--- src/rtl/inst_rom_arbiter.sv ---
// Shares the single-port instruction ROM between fetch (IF) and the load port (LS).
// Optional performance counters are enabled by defining ARB_PERF_CNT_EN.
module inst_rom_arbiter #(
   parameter int STARVE_LIMIT = 4,
   parameter int CNT_W        = 32,
   parameter int PC_W         = 32,
   parameter int INST_W       = 32
) (
   input  logic              clk,
   input  logic              rst_n,
   input  logic              flush,
   input  logic              if_req,
   input  logic [PC_W-1:0]   if_addr,
   output logic              if_gnt,
   output logic              if_rvalid,
   output logic [INST_W-1:0] if_rdata,
   input  logic              ls_req,
   input  logic [PC_W-1:0]   ls_addr,
   output logic              ls_gnt,
   output logic              ls_rvalid,
   output logic [INST_W-1:0] ls_rdata,
   output logic              rom_ce,
   output logic [PC_W-1:0]   rom_pc,
   input  logic [INST_W-1:0] rom_inst
`ifdef ARB_PERF_CNT_EN
   ,
   output logic [CNT_W-1:0]  if_gnt_cnt,
   output logic [CNT_W-1:0]  ls_gnt_cnt,
   output logic [CNT_W-1:0]  conflict_cnt
`endif
);

   localparam logic CHIP_ENABLE  = 1'b1;
   localparam logic CHIP_DISABLE = 1'b0;
   localparam int   SW           = $clog2(STARVE_LIMIT + 1);
   localparam logic [SW-1:0] LIMIT = SW'(STARVE_LIMIT);

   logic [SW-1:0]     starveCnt_q, starveCnt_d;
   logic              ifRvalid_q, lsRvalid_q;
   logic [INST_W-1:0] ifRdata_q, lsRdata_q;
   logic              forceIf;
   logic              ifGnt, lsGnt;

   // Grants are gated by rst_n so they drop the instant reset asserts.
   always_comb begin
      forceIf     = (starveCnt_q == LIMIT);
      lsGnt       = rst_n && ls_req && !forceIf;
      ifGnt       = rst_n && !lsGnt && if_req && !flush;
      starveCnt_d = starveCnt_q;
      if (ifGnt || !if_req) begin
         starveCnt_d = '0;
      end else if (lsGnt && (starveCnt_q < LIMIT)) begin
         starveCnt_d = starveCnt_q + SW'(1);
      end
      rom_ce = CHIP_DISABLE;
      rom_pc = '0;
      if (lsGnt) begin
         rom_ce = CHIP_ENABLE;
         rom_pc = ls_addr;
      end else if (ifGnt) begin
         rom_ce = CHIP_ENABLE;
         rom_pc = if_addr;
      end
   end

   always_ff @(posedge clk or negedge rst_n) begin
      if (!rst_n) begin
         starveCnt_q <= '0;
         ifRvalid_q  <= 1'b0;
         lsRvalid_q  <= 1'b0;
         ifRdata_q   <= '0;
         lsRdata_q   <= '0;
      end else begin
         starveCnt_q <= starveCnt_d;
         ifRvalid_q  <= ifGnt;
         lsRvalid_q  <= lsGnt;
         if (ifGnt) ifRdata_q <= rom_inst;
         if (lsGnt) lsRdata_q <= rom_inst;
      end
   end

   // A flush in the response cycle squashes the fetch that is still landing.
   assign if_gnt    = ifGnt;
   assign ls_gnt    = lsGnt;
   assign if_rvalid = ifRvalid_q && !flush;
   assign ls_rvalid = lsRvalid_q;
   assign if_rdata  = ifRdata_q;
   assign ls_rdata  = lsRdata_q;

`ifdef ARB_PERF_CNT_EN
   logic [CNT_W-1:0] ifGntCnt_q, lsGntCnt_q, conflictCnt_q;

   always_ff @(posedge clk or negedge rst_n) begin
      if (!rst_n) begin
         ifGntCnt_q    <= '0;
         lsGntCnt_q    <= '0;
         conflictCnt_q <= '0;
      end else begin
         if (ifGnt) ifGntCnt_q <= ifGntCnt_q + CNT_W'(1);
         if (lsGnt) lsGntCnt_q <= lsGntCnt_q + CNT_W'(1);
         if (if_req && ls_req) conflictCnt_q <= conflictCnt_q + CNT_W'(1);
      end
   end

   assign if_gnt_cnt   = ifGntCnt_q;
   assign ls_gnt_cnt   = lsGntCnt_q;
   assign conflict_cnt = conflictCnt_q;
`endif

endmodule

--- config.mk ---
export PLATFORM = sky130hd
export DESIGN_NAME = inst_rom_arbiter
export DESIGN_NICKNAME = d
export VERILOG_FILES = /design/src/rtl/inst_rom_arbiter.sv
export SDC_FILE = /design/constraint.sdc
export NUM_CORES = 1
export LEC_CHECK = 0
export ABC_AREA = 1
export CAP_MARGIN = 20
export CORE_MARGIN = 4
export CORE_UTILIZATION = 37
export CTS_BUF_LIST = sky130_fd_sc_hd__clkbuf_8 sky130_fd_sc_hd__clkbuf_16
export CTS_CLUSTER_SIZE = 10
export DETAILED_ROUTE_END_ITERATION = 6
export PLACE_DENSITY = 0.91
export SKIP_CTS_REPAIR_TIMING = 1
export SYNTH_ARGS = -nofsm -noshare
export SYNTH_HDL_FRONTEND = slang
export SYNTH_SLANG_ARGS = --single-unit
--- constraint.sdc ---
create_clock -name clk -period 1.6 [get_ports clk]
set_clock_uncertainty 0.1 [all_clocks]
set_input_delay 0.16 -clock clk [delete_from_list [all_inputs] [get_ports clk]]
set_output_delay 0.16 -clock clk [all_outputs]
set_load 0.02 [all_outputs]
==> flow_summary.json, run 1 <==
{
  "viasPerCell": 4.867,
  "area_growth_pct": 93.17,
  "postRouteAntennaNets": 0,
  "grt_max_degree": 72,
  "start_kind": "flop",
  "cts-root-buf": "clkbuf_8",
  "holdWs_ns": -0.002395,
  "clock_latency_ns": 0.34,
  "final-setup-viol-count": 93,
  "yosysWarnings": 0,
  "ir_drop_mv": 0.6953,
  "cp.required_ns": 1.34,
  "cts.sinks": 69,
  "antenna_found_initial": 0,
  "hpwl_mm": 8.752,
  "ys_seq_elements": 69,
  "port_buffers": 201,
  "num_rows": 33,
  "yosysSeqAreaShare_pct": 53.82,
  "dp_slack_ns": -0.7383,
  "fmax_mhz": 501.2,
  "start_util_pct": 38.46,
  "critPathCaptureType": "output port",
  "hp-class": "in2async",
  "cp.arrival_ns": 1.74,
  "layout_min_cycle_time_ns": 1.995,
  "path_clk_slew_ns": 0.08,
  "avgSynthCellArea_sq_um": 7.768,
  "dr.first_iter.drc_count": 130,
  "cts_buffers": 9,
  "diodes": 0,
  "postLayoutCellArea_sq_mm": 0.006197,
  "syn_area_sq_mm": 0.003208,
  "htreeDepth": 3,
  "die_w_um": 101.1,
  "ios": 202,
  "grt_pass1_vias": 3604,
  "drt_wl_total_mm": 12.97,
  "crit_type": "reg2out",
  "nets": 735,
  "dr_total_vias": 3611,
  "rsz0062_at_grt": "yes",
  "instances_no_fill": 742,
  "netlist.area_leader.share_pct": 53.82,
  "worstPathMaxFanout": 15,
  "ys_types": 17,
  "cap_viol_max_count": 0,
  "tightest_slew_ns": 0.8745,
  "grt_usage_pct": 22.26,
  "p_leak_nw": 3.734,
  "synthesis.instances": 413,
  "synthesis.nets": 516,
  "synthTopCellsByArea": "dfrtp_1 (54%), nand2_1 (24%), nand3_1 (5.3%)",
  "fin_crit_sh_pct": 124.7,
  "violations": "hold timing, setup timing",
  "status": "finished with violations",
  "core_sq_mm": 0.008341,
  "synth_area_leader_cell": "dfrtp_1",
  "worst_slack_ns": -0.3954,
  "avgRoutedWirePerCell_um": 17.47,
  "cts_tree": "yes",
  "firstDrtPassIters": 5,
  "fillCellCount": 536,
  "grt_pass1_wl_mm": 17.73,
  "slew-limit-headroom_pct": 41.70,
  "hold_violations": 9,
  "clock_path_buffers": 2,
  "gp_congestion": 0.8689,
  "dieArea_sq_mm": 0.01022,
  "placed_area_sq_mm": 0.005376,
  "post-route-drc-count": 0,
  "finalMaxSlewViolations": 0,
  "pwr_density_cell_mw_per_mm2": 907.3,
  "place_inst": 718,
  "grt_overflow_total": 0,
  "drive_gt1_share_pct": 19.47,
  "die_y_um": 101.1
}
[final timing paths]
check | start | end | slack, ns | cells after the start
hold reg to reg | if_rdata[19] | if_rdata[19] | 0.37 | 2
hold / removal | rst_n | if_rdata[29] | -0.002 | 2
max in group asynchronous | rst_n | ls_rdata[13] | 0.84 | 2
min in group clk | rom_inst[14] | ls_rdata[14] | 0.28 | 3
setup / recovery | starveCnt_q[0] | rom_pc[4] | -0.40 | 8
setup reg to reg | starveCnt_q[0] | if_rdata[20] | -0.12 | 7
[Yosys cell counts (all sizes together)]
master	number
buf	22
clkbuf	2
dfrtp	69
ha	2
inv	41
nand2	205
nand3	34
nand4	1
nor2	5
o21ai	32
[area by class of cell]
class | instances | area, sq um | area share, %
Tap cell | 105 | 131.4 | 2.120
Sequential cell | 69 | 1727 | 27.86
Clock buffer | 9 | 123.9 | 1.999
Timing Repair Buffer | 232 | 2527 | 40.78
Inverter | 41 | 161.4 | 2.604
Multi-Input combinational cell | 279 | 1429 | 23.06
Clock inverter | 7 | 97.59 | 1.575
[critical path, stage by stage (launching register included)]
cell	delay, ns
dfrtp_1	0.40
inv_2	0.09
ha_4	0.15
nand2_4	0.06
nand2_8	0.10
nand2_8	0.09
clkbuf_16	0.20
o21ai_1	0.14
buf_4	0.17
[power breakdown]
part           internal (W)  switching (W)  leakage [nW]
clock              0.000885       0.000694         0.106
sequential          0.00200       0.000148         0.864
combinational      0.000911       0.000983          2.76
[cell families after synthesis]
kind of cell,Yosys count,share of synthesized area [%]
simple gates,245,30.46
compound gates,32,4.992
fa+ha+maj,2,0.7799
buf+inv,65,9.945
flops,69,53.82
[cell usage in the layout, fill, tap and decap left out, types with 2 or more instances in the layout]
master / netlist / routed
clkbuf_16: 0 / 4
buf_12: 0 / 2
o21ai_1: 17 / 5
nand2_8: 0 / 2
o21ai_2: 0 / 13
inv_6: 0 / 2
dlymetal6s2s_1: 0 / 61
buf_4: 6 / 28
clkbuf_8: 0 / 9
inv_2: 2 / 3
bufinv_16: 0 / 2
clkinvlp_4: 0 / 2
dfrtp_1: 69 / 69
o21ai_4: 0 / 14
clkdlybuf4s50_1: 0 / 104
inv_1: 39 / 37
buf_6: 5 / 30
nand2_2: 2 / 5
nand3_1: 34 / 34
nand2_1: 203 / 197
buf_8: 0 / 2
nor2_1: 4 / 4
[stage by stage]
step | power (W) | setup TNS [ns] | hold WS (ns) | util [%]
floorplan | 0.002907 | -0.8711 | -0.2356 | -
global placement | 0.003942 | -21.28 | 0.3523 | 64.46
detailed placement | 0.003996 | -23.27 | 0.3576 | 64.46
CTS | 0.005595 | -34.95 | 0.01472 | 67.12
global route | 0.005908 | -25.71 | 0.06489 | 74.30
finish | 0.005622 | -14.34 | -0.002395 | 74.30
[metal layers]
metal / share of wire [%] / vias up / track usage, %
met5: 0 / - / 0
met4: 2.4 / 0 / 6.851
met3: 9.2 / 25 / 7.612
li1: - / 1696 / -
met1: 36 / 1711 / 25.13
met2: 52 / 179 / 39.54
[registers in the layout (all words and copies together) (netlist names)]
signal       flops
ls_rdata        32
if_rdata        32
starveCnt_q      3
ls_rvalid        1
ifRvalid_q       1
(Power assumes the default switching activity.)
==> inputs of run 2 (changes only) <==
--- a/config.mk
+++ b/config.mk
@@ -7,6 +7,7 @@
 export LEC_CHECK = 0
 export ABC_AREA = 1
 export CAP_MARGIN = 20
+export CORE_ASPECT_RATIO = 0.7
 export CORE_MARGIN = 4
 export CORE_UTILIZATION = 37
 export CTS_BUF_LIST = sky130_fd_sc_hd__clkbuf_8 sky130_fd_sc_hd__clkbuf_16
==> run 2 against run 1 <==
Against the previous run:
- the run ends with setup timing left
- combinational power about the same
- sequential power hardly changed
- worst hold slack improved by 0.030 ns
- non-clock buffer count grew 1
- largest cell class unchanged
- highest routed layer unchanged
==> flow_summary.json, run 2 (synthesis results as in run 1) <==
{
  "start_kind": "flop",
  "status": "finished with violations",
  "instances_no_fill": 758,
  "start_util_pct": 38.00,
  "cts-root-buf": "clkbuf_16",
  "avgRoutedWirePerCell_um": 15.44,
  "grt_overflow_total": 0,
  "postRouteAntennaNets": 0,
  "finalMaxSlewViolations": 0,
  "path_clk_slew_ns": 0.05,
  "violations": "setup timing",
  "nets": 736,
  "total_power_w": 0.006274,
  "diodes": 0,
  "slew-limit-headroom_pct": 46.18,
  "cts_tree": "yes",
  "crit_type": "reg2out",
  "dr.first_iter.drc_count": 284,
  "layout_min_cycle_time_ns": 1.999,
  "hpwl_mm": 8.386,
  "postLayoutCellArea_sq_mm": 0.006065,
  "worstPathMaxFanout": 17,
  "final_common_cell": "nand2_1",
  "ir_drop_mv": 0.7434,
  "path_cells": "inv_2, ha_2, nand2_2, nand2_4, nand2_4, buf_12, o21ai_1, buf_4",
  "clock_latency_ns": 0.32,
  "dp_slack_ns": -0.6692,
  "clock_path_buffers": 2,
  "rsz0062_at_grt": "yes",
  "post-route-drc-count": 0,
  "gp_congestion": 0.9308,
  "place_inst": 731,
  "firstDrtPassIters": 4,
  "drt_wl_total_mm": 11.71,
  "p_leak_nw": 3.129,
  "layout_common_cells": "nand2_1 (196), clkdlybuf4s50_1 (156), dfrtp_1 (69), inv_1 (39), buf_4 (35)",
  "cap_viol_max_count": 0,
  "hold_violations": 0,
  "num_rows": 28,
  "pwr_density_cell_mw_per_mm2": 1035,
  "htreeDepth": 3,
  "drive_gt1_share_pct": 18.03,
  "fin_crit_sh_pct": 124.9,
  "hp-class": "in2async",
  "grt_usage_pct": 20.81,
  "critPathCaptureType": "output port",
  "die_w_um": 119.3,
  "slowest_delay_ns": 0.39,
  "fmax_mhz": 500.4,
  "port_buffers": 201,
  "final-setup-viol-count": 35,
  "placed_area_sq_mm": 0.005395,
  "tightest_slew_ns": 0.8072,
  "crit_slowest_cell": "dfrtp_1",
  "area_growth_pct": 89.04,
  "worst_slack_ns": -0.3986,
  "grt_pass1_wl_mm": 17.01,
  "die_y_um": 85.91,
  "cp.arrival_ns": 1.74,
  "viasPerCell": 4.623,
  "grt_max_degree": 66,
  "core_sq_mm": 0.008443,
  "dr_total_vias": 3504,
  "grt_pass1_vias": 3379,
  "dieArea_sq_mm": 0.01025,
  "cts_buffers": 9,
  "crit_top_cell": "nand2_4",
  "cts.sinks": 69,
  "antenna_found_initial": 0,
  "cp.required_ns": 1.34,
  "ios": 202,
  "tns_ns": -10.61
}
## run 2: changes by cell type in the layout (fill, tap and decap cells not counted), sizes merged
cell,before,now
clkdlybuf4s50,104,156
dlymetal6s2s,61,9
buf,63,65
clkbuf,13,11
bufinv,2,3
clkinv,1,2
clkinvlp,2,1
dlygate4sd3,0,1
inv,43,42
## run 2: power breakdown
group	leakage (nW)	internal, W	total, W	switching, W
clock	0.167	0.00151	0.00223	0.000715
combinational	2.10	0.000944	0.00188	0.000940
sequential	0.864	0.00201	0.00216	0.000153
## run 2: through the flow
stage | hold slack (ns) | util (%)
floorplan | -0.2356 | -
global placement | 0.07817 | 63.90
detailed placement | 0.07262 | 63.90
CTS | -0.2753 | 67.93
global route | 0.1106 | 71.83
finish | 0.02736 | 71.83
## run 2: worst max-delay path: cells and delay by family, from the launching register on
kind	cells	cell delay (ns)
AOI/OAI and AO/OA	1	0.18
adders and majority gates	1	0.17
buffers and inverters	3	0.41
DFF	1	0.39
and+or+nand+nor	3	0.26
## run 2: final cells by class
class                      count  area (sq um)
multi-input combinational    279          1294
tap                          120         150.1
clock buffer                   9         225.2
clock inverter                 7         115.1
inverter                      41         158.9
timing repair buffer         233          2395
sequential                    69          1727
fill                         632          2379
## run 2: worst paths after layout
check                           cells after the start      startpoint  slack [ns]        endpoint
worst max-delay path                                8  starveCnt_q[0]       -0.40      rom_pc[14]
worst min-delay path                                2           rst_n        0.03     ls_rdata[1]
worst max register to register                     10  starveCnt_q[0]        0.01    if_rdata[21]
worst min register to register                      2    if_rdata[12]        0.37    if_rdata[12]
max in group asynchronous                           2           rst_n        0.85    ls_rdata[28]
min in group clk                                    7           rst_n        0.25  starveCnt_q[2]
## run 2: routing by layer
| metal | up-vias | track usage [%] | part of all wire, % |
|---|---|---|---|
| li1 | 1705 | - | - |
| met5 | - | 0 | 0 |
| met4 | 0 | 5.925 | 1.4 |
| met2 | 134 | 35.21 | 51 |
| met1 | 1651 | 26.64 | 41 |
| met3 | 14 | 5.471 | 6.3 |
==> inputs of run 3 (changes only) <==
--- a/config.mk
+++ b/config.mk
@@ -7,10 +7,13 @@
 export LEC_CHECK = 0
 export ABC_AREA = 1
 export CAP_MARGIN = 20
+export CELL_PAD_IN_SITES_DETAIL_PLACEMENT = 1
+export CELL_PAD_IN_SITES_GLOBAL_PLACEMENT = 1
 export CORE_ASPECT_RATIO = 0.7
 export CORE_MARGIN = 4
-export CORE_UTILIZATION = 37
+export CORE_UTILIZATION = 25
 export CTS_BUF_LIST = sky130_fd_sc_hd__clkbuf_8 sky130_fd_sc_hd__clkbuf_16
+export CTS_CLUSTER_DIAMETER = 40
 export CTS_CLUSTER_SIZE = 10
 export DETAILED_ROUTE_END_ITERATION = 6
 export PLACE_DENSITY = 0.91
==> run 3 against run 2 <==
Against the previous run:
- the run ends with hold timing, setup timing left
- sequential cell count unchanged
- clock power down 3%
- critical path depth unchanged
- non-clock buffer count unchanged
- register-to-register slack better by 0.02 ns
- wire length up 26%
==> flow_summary.json, run 3 (synthesis results as in run 1) <==
{
  "pwr_density_cell_mw_per_mm2": 995.9,
  "nets": 736,
  "fin_crit_sh_pct": 124.1,
  "grt_pass1_vias": 3973,
  "crit_type": "reg2out",
  "path_cells": "inv_2, ha_4, nand2_4, nand2_8, nand2_8, clkbuf_16, o21ai_1, buf_4",
  "core_sq_mm": 0.01251,
  "grt_pass1_wl_mm": 20.62,
  "crit_top_cell": "nand2_8",
  "place_inst": 773,
  "area_growth_pct": 95.90,
  "regToRegSetupSlack_ns": 0.03,
  "avgRoutedWirePerCell_um": 18.42,
  "path_buf_inv": 3,
  "hpwl_mm": 10.47,
  "cts-root-buf": "clkbuf_16",
  "tns_ns": -11.08,
  "die_w_um": 143.4,
  "cts_tree": "yes",
  "crit_family": "buffers and inverters",
  "path_clk_slew_ns": 0.06,
  "final-setup-viol-count": 35,
  "status": "finished with violations",
  "cts_buffers": 9,
  "layout_min_cycle_time_ns": 1.985,
  "critPathCaptureType": "output port",
  "htreeDepth": 3,
  "rsz0062_at_grt": "yes",
  "fillCellCount": 1446,
  "final_util_pct": 50.25,
  "ios": 202,
  "crit_slowest_cell": "dfrtp_1",
  "fmax_mhz": 503.7,
  "final_common_cell": "nand2_1",
  "drive_gt1_share_pct": 19.62,
  "dr_total_vias": 3660,
  "num_rows": 34,
  "diodes": 0,
  "die_y_um": 102.8,
  "dieArea_sq_mm": 0.01474,
  "seq_area_sq_mm": 0.001727,
  "cts.sinks": 69,
  "p_leak_nw": 3.434,
  "port_buffers": 201,
  "worstPathMaxFanout": 7,
  "gp_congestion": 0.8016,
  "antenna_found_initial": 0,
  "grt_overflow_total": 0,
  "ir_drop_mv": 0.5316,
  "setup.worst_path.start": "starveCnt_q[1]",
  "worst_slack_ns": -0.3854,
  "holdWs_ns": -0.05167,
  "violations": "hold timing, setup timing",
  "tightest_slew_ns": 0.8329,
  "clock_path_buffers": 2,
  "cap_viol_max_count": 0,
  "cp.arrival_ns": 1.73,
  "drt_wl_total_mm": 14.72,
  "path_depth": 8,
  "dr.first_iter.drc_count": 109,
  "hp-class": "in2async",
  "multi_input_area_sq_mm": 0.001378,
  "slew-limit-headroom_pct": 44.47,
  "dp_slack_ns": -0.6944,
  "start_util_pct": 25.65,
  "r2r_cells": 9,
  "setup.worst_path.end": "rom_pc[1]",
  "slowest_delay_ns": 0.40,
  "viasPerCell": 4.581,
  "layout_common_cells": "nand2_1 (198), clkdlybuf4s50_1 (134), dfrtp_1 (69), inv_1 (37), nand3_1 (34)",
  "cp.required_ns": 1.34,
  "clock_latency_ns": 0.33,
  "hold_violations": 65,
  "grt_usage_pct": 18.07,
  "post-route-drc-count": 0,
  "r2r_end": "if_rdata[16]",
  "grt_max_degree": 66,
  "postRouteAntennaNets": 0,
  "firstDrtPassIters": 4,
  "finalMaxSlewViolations": 0,
  "regToRegStartpoint": "starveCnt_q[1]",
  "instances_no_fill": 799,
  "start_kind": "flop"
}
## run 3: power breakdown
group / internal (W) / switching (W) / total, W
Clock: 0.00140 / 0.000765 / 0.00217
Sequential: 0.00201 / 0.000164 / 0.00217
Combinational: 0.000938 / 0.000982 / 0.00192
Total: 0.00435 / 0.00191 / 0.00626
## run 3: layout make-up
type	count	share of cell area, %
Clock buffer	10	3.803
Clock inverter	5	1.334
Inverter	41	2.568
Multi-Input combinational cell	279	21.92
Sequential cell	69	27.47
Tap cell	162	3.225
Timing Repair Buffer	233	39.68
## run 3: per-stage QoR
stage | power (W) | instance area (sq um)
CTS | 0.006222 | 5761
detailed placement | 0.004024 | 5438
floorplan | 0.002907 | 3208
finish | 0.006259 | 6285
global placement | 0.003945 | 5438
global route | 0.006546 | 6285
## run 3: worst min-delay path by stage
stage | from | endpoint | slack (ns) | cells past startpoint
after global routing | rst_n | ls_rdata[30] | 0.03 | 2
after detailed placement | rst_n | starveCnt_q[2] | 0.002 | 2
after floorplan | rst_n | ifRvalid_q | -0.24 | 0
final | rst_n | ls_rdata[28] | -0.05 | 2
after CTS | rst_n | starveCnt_q[0] | -0.35 | 2
after global placement | rst_n | starveCnt_q[2] | -0.004 | 2
## run 3: metal layers
layer / wire length, um / vias to the layer above / share of wire [%] / global-route usage (%)
met4: 323 / 0 / 2.2 / 5.427
met2: 7715 / 114 / 52 / 32.85
met1: 5785 / 1820 / 39 / 20.59
met5: 0 / - / 0 / 0
li1: - / 1702 / - / -
met3: 894 / 24 / 6.1 / 5.563
